`config.mk`:
```
export PLATFORM = sky130hd
export DESIGN_NAME = branch_ctrl
export DESIGN_NICKNAME = d
export VERILOG_FILES = /design/src/rtl/branch_ctrl.sv
export SDC_FILE = /design/constraint.sdc
export NUM_CORES = 1
export LEC_CHECK = 0
export CORE_MARGIN = 3
export CORE_UTILIZATION = 32
export DETAILED_ROUTE_END_ITERATION = 12
export GPL_TIMING_DRIVEN = 0
export HOLD_SLACK_MARGIN = 0.06
export PLACE_DENSITY = 0.77
export SYNTH_ARGS = -nofsm -noshare
export SYNTH_HDL_FRONTEND = slang
export SYNTH_SLANG_ARGS = --single-unit
```
`constraint.sdc`:
```
create_clock -name clk -period 1.65 [get_ports clk]
set_input_delay 0.2475 -clock clk [delete_from_list [all_inputs] [get_ports clk]]
set_output_delay 0.2475 -clock clk [all_outputs]
set_load 0.02 [all_outputs]
```
`src/rtl/branch_ctrl.sv`:
```
// branch_ctrl: EX-stage redirect/flush controller (IDLE -> REDIRECT -> DRAIN).
// Define BRANCH_STATS_EN to build the br_count/taken_count statistics counters.
module branch_ctrl (
    input  logic        clk,
    input  logic        rst_n,
    input  logic        ex_valid,
    input  logic [4:0]  ex_buop,
    input  logic        ex_take,
    input  logic [31:0] ex_target,
    input  logic        stall,
    input  logic        stats_clr,
    output logic        pc_sel,
    output logic [31:0] pc_target,
    output logic        flush_if,
    output logic        flush_id,
    output logic        misalign_err,
    output logic        busy,
    output logic [15:0] br_count,
    output logic [15:0] taken_count
);
    localparam logic [1:0] S_IDLE     = 2'd0;
    localparam logic [1:0] S_REDIRECT = 2'd1;
    localparam logic [1:0] S_DRAIN    = 2'd2;

    logic [1:0]  r_state;
    logic [1:0]  w_next;
    logic [31:0] r_pc_target;
    logic        r_misalign;
    logic        w_branch;
    logic        w_accept;
    logic        w_redirect;
    logic        w_misalign;
    logic        w_unused;

    assign w_branch   = ex_valid && (ex_buop[4:3] != 2'b00);
    assign w_accept   = w_branch && !stall && (r_state == S_IDLE);
    assign w_redirect = w_accept && ex_take && (ex_target[1:0] == 2'b00);
    assign w_misalign = w_accept && ex_take && (ex_target[1:0] != 2'b00);

    always_comb
        w_next = (r_state == S_IDLE)     ? (w_redirect ? S_REDIRECT : S_IDLE) :
                 (r_state == S_REDIRECT) ? (stall ? S_REDIRECT : S_DRAIN) :
                                           S_IDLE;

    always_ff @(posedge clk or negedge rst_n) begin
        if (!rst_n) begin
            r_state     <= S_IDLE;
            r_pc_target <= '0;
            r_misalign  <= 1'b0;
        end else begin
            r_state    <= w_next;
            r_misalign <= w_misalign;
            if (w_redirect)
                r_pc_target <= ex_target;
        end
    end

    // All control outputs decode straight from flops so reset clears them at once
    assign pc_sel       = (r_state == S_REDIRECT);
    assign flush_if     = (r_state == S_REDIRECT);
    assign flush_id     = (r_state == S_REDIRECT) || (r_state == S_DRAIN);
    assign busy         = (r_state != S_IDLE);
    assign misalign_err = r_misalign;
    assign pc_target    = r_pc_target;

`ifdef BRANCH_STATS_EN
    logic [15:0] r_br_count;
    logic [15:0] r_taken_count;

    always_ff @(posedge clk or negedge rst_n) begin
        if (!rst_n) begin
            r_br_count    <= '0;
            r_taken_count <= '0;
        end else if (stats_clr) begin
            r_br_count    <= '0;
            r_taken_count <= '0;
        end else begin
            if (w_accept && (r_br_count != 16'hFFFF))
                r_br_count <= r_br_count + 16'd1;
            if (w_redirect && (r_taken_count != 16'hFFFF))
                r_taken_count <= r_taken_count + 16'd1;
        end
    end

    assign br_count    = r_br_count;
    assign taken_count = r_taken_count;
    assign w_unused    = ^ex_buop[2:0];
`else
    assign br_count    = '0;
    assign taken_count = '0;
    assign w_unused    = ^{ex_buop[2:0], stats_clr};
`endif
endmodule

```
# Word level (Yosys, flattened, before mapping)
# Cells that the tools add are included.
# totals
regBits	35
latch_bits	0
ram_bits	0
mem_bits_ro	0
in_bits	43
output_inout_bits	69
word_cells	22
mem_count	0
# op_classes
add_sub_neg	0
multipliers	0
n_div	0
n_lt_le_gt_ge	0
n_eq_ne	2
shifts	0
n_mux	4
n_bitwise	0
reduce_logical	13
# ops
op	n
1-bit logical AND	6
2-bit two-way mux	3
2-bit nonzero test	3
2-bit zero test	2
2-bit by 1-bit equality test with 1-bit output, second input constant	1
2-bit equality test, second input constant	1
1-bit zero test	1
1-bit logical OR	1
1-bit two-way mux	1

# Depth between registers and ports, before layout
# Gate-level depths: netlist of the first run.
# depth
word_depth	8
ltp_mapped	6
mapped_depth_nobuf	5

# Worst setup path before layout of the first run
# Ideal clock, no wire load.
# synth_path
path_kind	flip-flop to flip-flop
from	register r_state[0]
to	register r_pc_target[16] (netlist: pc_target[16])
setup_time_ps	125
t_arrival_ps	1665
path_slack_ps	-140
stages_incl_launch_ff	7
path_buffers	1
period_less_slack_ps	1790
cell_sequence	dfrtp_1 inv_1 ha_1 nand4b_4 nor4_4 buf_6 mux2_2
# synth_between
elab_chain_cells	4
# synth_rtl
element	line_no	source
start, declared	25	logic [1:0] r_state;
start signal, assigned	51	r_state <= w_next;
2-bit zero test	36	assign w_accept = w_branch && !stall && (r_state == S_IDLE);
1-bit logical AND	36	
1-bit logical AND (2 in a row)	37	assign w_redirect = w_accept && ex_take && (ex_target[1:0] == 2'b00);
end signal, assigned	54	r_pc_target <= ex_target;
end, declared	27	logic [31:0] r_pc_target;
# No other way between the ends.
# A chain may end at the register's enable or synchronous reset.

# Final worst setup path of the first run
# layout_path
from	register r_state[0]
to	register r_pc_target[26] (netlist: pc_target[26])
# Same word-level chain as after synthesis.

==> run_results.csv, run 1 <==
group,metric,value,unit
timing,slew_headroom,48.1,%
timing,hold_viol_final,0,
timing,fin_crit,1700,ps
clock_tree,cts_tree,"yes",
timing,worst_pin_slew,778,ps
global_routing,grt_usage,12.9,%
timing,rsz0062_at_grt,"yes",
worst_hold_path,min_path_type,"in2async",
global_routing,grt_pass1_wl,6080,um
global_routing,antenna_found_initial,0,
layout,final_cell_mix,"clkdlybuf4s50_1, buf_4, dfrtp_1, conb_1, mux2_4",
floorplan,coreArea,0.00482,sq mm
setup_path,start_kind,"register",
timing,holdWs,45.1,ps
clock_tree,cts-hold-fix-buffers,0,
timing,setup_violations,18,
power_and_ir_drop,power_leakage,1.41,nW
placement,portBuffers,75,
setup_path,slowest_delay,390,ps
synthesis,yosysTopAreaCellShare,54.0,%
synthesis,synth-compound-area-share,0.540,%
timing,tns,-480,ps
synthesis,synth.avg_cell_area,14.0,sq um
detailed_routing,drc,0,
layout,drive_gt1_share,39.1,%
detailed_routing,wl_met3,351,um
detailed_routing,met2_length,1900,um
status,outcome,"finished with violations",
floorplan,initial_core_util,33.7,%
setup_path,critPathMaxFanout,5,
setup_path,cp.required,1810,ps
clock_tree,clkTransAtPathRegs,70,ps
layout,finalNetCount,287,
clock_tree,cts.sinks,35,
synthesis,yosysSeqAreaShare,54.0,%
synthesis,yosys.area.top_type,"dfrtp_1",
synthesis,synthCells,116,
synthesis,ys_types,15,
layout,num_antenna_cells,0,
floorplan,pin_count,112,
status,failed_checks,"setup timing",
floorplan,num_rows,25,
setup_path,r2r_slack,-50,ps
placement,dpl_cell_area,0.00257,sq mm
setup_path,r2r_cells,8,
clock_tree,clockBufferDepth,2,
synthesis,synthAdderAreaFrac,1.54,%
synthesis,synth_area,0.00162,sq mm
layout,design_area,0.00288,sq mm
detailed_routing,wl_met1,1400,um
timing,finalClockSkew,3.51,ps
detailed_routing,wl,3660,um
timing,fin_crit_sh,103,%
setup_path,path_class,"reg2reg",
timing,fmax,588,MHz
global_routing,grt_pass1_vias,1251,
detailed_routing,wl_per_cell,11.8,um
layout,fillers,417,
global_routing,grt.overflow.total,0,
synthesis,synthSimpleGateAreaFrac,4.78,%
clock_tree,cts_made_buffers,5,
power_and_ir_drop,cellPowerDensity,971,mW/mm^2
clock_tree,htree_num_levels,2,
synthesis,synthMuxAreaShare,20.8,%
placement,dp_hpwl,2620,um
setup_path,cp.arrival,1860,ps
layout,register_area,876,sq um
clock_tree,cts-root-buf,"clkbuf_8",
layout,multi_input_area,676,sq um
power_and_ir_drop,max-vdd-ir-drop,0.516,mV
detailed_routing,drt_iter0_drc,18,
synthesis,synthXorXnorAreaFrac,0,%
placement,post-place-cells,289,
layout,stdcell_count,310,
synthesis,ys.warnings.count,0,
setup_path,endpoint_kind,"register",
layout,synthToLayoutAreaGrowth,77.9,%
synthesis,synth_top_family_by_area,"multiplexers",
detailed_routing,first_pass_iters,4,
synthesis,synth_seq_cells,35,
detailed_routing,viasPerCell,3.78,
detailed_routing,routed.top_layer,"met4",
layout,final_common_cell,"clkdlybuf4s50_1",
job,max_cap_viol_count,0,
detailed_routing,dr_total_vias,1172,
global_routing,grt_max_degree,36,
floorplan,die_w,77.2,um
layout,utilization,59.9,%
detailed_routing,ant_nets,0,
timing,fin_ws,-49.5,ps
setup_path,worstReg2RegEnd,"pc_target[26]",
setup_path,path_cells,"inv_2, ha_4, nand4b_4, nor4_4, buf_4, buf_12, buf_8, mux2_4",
setup_path,r2r-start,"r_state[0]",
synthesis,synth_area_leaders,"dfrtp_1, mux2_2, buf_4",
floorplan,die_area,0.00596,sq mm
setup_path,worstSetupStartpoint,"r_state[0]",
timing,slew_viol_final,0,
placement,place_congestion,0.654,
setup_path,slowest_stage,"dfrtp_1",
clock_tree,clk_latency,280,ps
floorplan,die_h,77.2,um
[metal layers]
metal / global-route usage (%) / up-vias
met1: 14.9 / 544
li1: - / 569
met2: 22.1 / 57
met5: 0 / -
met4: 3.20 / 0
met3: 5.16 / 2
[stage by stage]
stage,setup slack (ps),total power (W)
6_report,-49.5,0.00280
4_1_cts,-151,0.00285
5_1_grt,-138,0.00296
3_5_place_dp,-525,0.00214
2_1_floorplan,-123,0.00164
3_3_place_gp,-497,0.00212
[cells by family (layout without fill, tap and decap cells)]
logic type	after synthesis	count (layout)
buf+inv	39	135
flops	35	35
mux	30	30
simple gates	8	8
fa+ha+maj	2	2
other cells	1	32
compound gates	1	1
[report_power, final]
part	internal (W)	switching (W)	leakage, nW	total [W]
clock	0.000296	0.000283	0.0422	0.000579
combinational	0.000638	0.000462	0.922	0.00110
sequential	0.00103	0.0000890	0.443	0.00112
[cell type report]
type / instances / area share, %
clock buffers: 7 / 2.65
flip-flops and latches: 35 / 30.4
well taps: 67 / 2.91
multi-input cells: 73 / 23.4
repair buffers: 88 / 29.9
plain buffers: 36 / 10.2
clock inverters: 1 / 0.174
inverters: 3 / 0.390
[flip-flops by register name, summed over array words and instances, names as in the netlist]
| name | cells |
|---|---|
| misalign_err | 1 |
| r_state | 2 |
| pc_target | 32 |
[critical path, delay by kind of cell (launching register included)]
kind | cells | cell delay, ps
adders and majority gates | 1 | 150
buffers and inverters | 4 | 480
DFF | 1 | 390
muxes | 1 | 300
and+or+nand+nor | 2 | 280
[what timing repair did]
action | CTS | global route
gates cloned | 1 | 0
resized for setup | 39 | 5
buffers inserted | 11 | 2
pin swaps | 3 | 2
endpoints found under the setup margin | 37 | 35
[Yosys cell counts]
cell type	count
a31o_2	1
buf_4	33
buf_6	3
conb_1	1
dfrtp_1	35
ha_1	2
inv_1	3
mux2_1	4
mux2_2	26
nand4b_4	1
nor2_1	2
nor2b_1	2
nor3_1	1
nor3b_1	1
nor4_4	1
[worst max-delay path by stage]
| stage | end | slack (ps) | depth (start not counted) |
|---|---|---|---|
| 2_1_floorplan | pc_target[16] | -120 | 6 |
| 3_3_place_gp | pc_target[26] | -500 | 5 |
| 3_5_place_dp | pc_target[18] | -520 | 5 |
| 4_1_cts | pc_target[29] | -150 | 8 |
| 5_1_grt | pc_target[26] | -140 | 8 |
| 6_report | pc_target[26] | -50 | 8 |
(Power assumes the default switching activity.)
==> run 2: changes to the inputs <==
REMOVE_ABC_BUFFERS = 1   (was unset)
==> run_results.csv, run 2 (synthesized netlist as in run 1, its figures left out) <==
group,metric,value,unit
timing,slew_headroom,48.3,%
timing,fin_crit_sh,99.3,%
detailed_routing,dr_total_vias,1096,
global_routing,antenna_found_initial,0,
power_and_ir_drop,max-vdd-ir-drop,0.612,mV
power_and_ir_drop,cellPowerDensity,1160,mW/mm^2
timing,finalClockSkew,6.02,ps
power_and_ir_drop,comb_power_share,33.9,%
setup_path,slowest_delay,370,ps
setup_path,worstReg2RegEnd,"pc_target[22]",
setup_path,worstSetupStartpoint,"r_state[1]",
clock_tree,clockBufferDepth,2,
detailed_routing,viasPerCell,4.00,
detailed_routing,first_pass_iters,3,
detailed_routing,drc,0,
timing,setup_violations,0,
clock_tree,clk_latency,280,ps
layout,largest_reg_flops,32,
setup_path,r2r_cells,7,
timing,rsz0062_at_grt,"yes",
setup_path,path_class,"reg2reg",
clock_tree,clkTransAtPathRegs,70,ps
global_routing,grt_max_degree,36,
placement,dpl_worst_slack,-557,ps
clock_tree,cts_tree,"yes",
power_and_ir_drop,p_int,0.00222,W
clock_tree,cts-root-buf,"clkbuf_8",
setup_path,critPathMaxFanout,7,
layout,stdcell_count,274,
setup_path,r2r-start,"r_state[1]",
setup_path,slowest_stage,"dfrtp_1",
placement,dp_hpwl,2480,um
detailed_routing,ant_nets,0,
floorplan,die_w,77.2,um
timing,fin_ws,11.4,ps
floorplan,coreArea,0.00482,sq mm
clock_tree,cts.sinks,35,
global_routing,grt_pass1_wl,5690,um
timing,fin_crit,1640,ps
layout,final_common_cell,"clkdlybuf4s50_1",
floorplan,pin_count,112,
setup_path,cp.arrival,1800,ps
global_routing,grt.overflow.total,0,
placement,post-place-cells,255,
detailed_routing,wl,3630,um
placement,portBuffers,75,
detailed_routing,wl_per_cell,13.2,um
global_routing,grt_pass1_vias,1133,
power_and_ir_drop,clkPwrFrac,29.5,%
timing,fmax,610,MHz
setup_path,crit_end,"pc_target[22]",
layout,num_antenna_cells,0,
placement,place_congestion,0.634,
power_and_ir_drop,switching_power,0.000844,W
layout,drive_gt1_share,29.0,%
setup_path,endpoint_kind,"register",
layout,final_cell_mix,"clkdlybuf4s50_1, dfrtp_1, conb_1, mux2_4, buf_4",
placement,dpl_cell_area,0.00231,sq mm
power_and_ir_drop,power_leakage,1.22,nW
clock_tree,htree_num_levels,2,
setup_path,path_cells,"inv_2, ha_4, nand4b_4, nor4_4, buf_4, buf_8, mux2_2",
layout,synthToLayoutAreaGrowth,62.7,%
worst_hold_path,min_path_type,"in2async",
global_routing,grt_usage,12.2,%
timing,tns,0,ps
setup_path,r2r_slack,10,ps
timing,worst_pin_slew,776,ps
floorplan,die_area,0.00596,sq mm
setup_path,cp.required,1810,ps
layout,design_area,0.00264,sq mm
timing,slew_viol_final,0,
job,max_cap_viol_count,0,
clock_tree,cts_made_buffers,5,
status,outcome,"complete, no violations",
power_and_ir_drop,switching_share,27.6,%
floorplan,initial_core_util,33.7,%
detailed_routing,drt_iter0_drc,10,
setup_path,start_kind,"register",
power_and_ir_drop,p_seq_share,36.7,%
floorplan,num_rows,25,
layout,finalNetCount,251,
timing,hold_viol_final,0,
floorplan,die_h,77.2,um
run 2: cell types whose count changed in the layout (fill, tap and decap cells not counted), sizes merged:
cell | before | now
bufinv | 0 | 2
buf | 50 | 14
clkinv | 1 | 0
clkbuf | 10 | 9
run 2: critical path, delay by kind of cell (launching register included):
kind,cells,cell delay [ps]
buffers and inverters,3,390
DFF,1,370
muxes,1,330
and+or+nand+nor,2,280
adders and majority gates,1,150
run 2: area by class of cell:
| cell class | count | area [sq um] |
|---|---|---|
| Timing Repair Buffer | 88 | 862 |
| Multi-Input combinational cell | 73 | 672 |
| Clock inverter | 2 | 60.1 |
| Sequential cell | 35 | 876 |
| Clock buffer | 6 | 72.6 |
| Tap cell | 67 | 83.8 |
| Fill cell | 426 | 2180 |
| Inverter | 3 | 11.3 |
run 2: worst min-delay path by stage:
stage,slack [ps],end,from
6_report,40,pc_target[8],rst_n
5_1_grt,100,pc_target[8],rst_n
4_1_cts,70,pc_target[24],rst_n
3_3_place_gp,470,pc_target[9],pc_target[9]
3_5_place_dp,380,pc_target[8],rst_n
2_1_floorplan,-50,misalign_err,rst_n
run 2: what timing repair did:
| item | 4_1_cts | 5_1_grt |
|---|---|---|
| pin swaps | 1 | 2 |
| setup buffers | 6 | 4 |
| cloned | 1 | 1 |
| hold buffers | 0 | 0 |
| endpoints found under the setup margin | 36 | 32 |
| gates resized for setup | 24 | 25 |
run 2: metal layers:
layer  track usage [%]  share of wire, %  vias to the layer above
met2              19.4                50                       59
met3              4.93               8.0                        4
met4              4.27              0.88                        0
met1              14.9                41                      535
met5                 0                 0                        -
li1                  -                 -                      498
run 2: through the flow:
step / total power, W / util (%) / hold slack [ps]
after detailed placement: 0.00208 / 48.0 / 383
final: 0.00306 / 54.8 / 41.6
after global placement: 0.00206 / 47.6 / 470
after CTS: 0.00305 / 52.9 / 66.8
after global routing: 0.00322 / 54.8 / 99.4
after floorplan: 0.00157 / - / -48.1
run 2: power by group through the flow:
stage	Clock [W]	Combinational [W]	Sequential, W
2_1_floorplan	0	0.000222	0.00135
3_3_place_gp	0	0.000935	0.00112
3_5_place_dp	0	0.000946	0.00113
4_1_cts	0.000929	0.000997	0.00112
5_1_grt	0.000975	0.00109	0.00115
6_report	0.000902	0.00104	0.00112
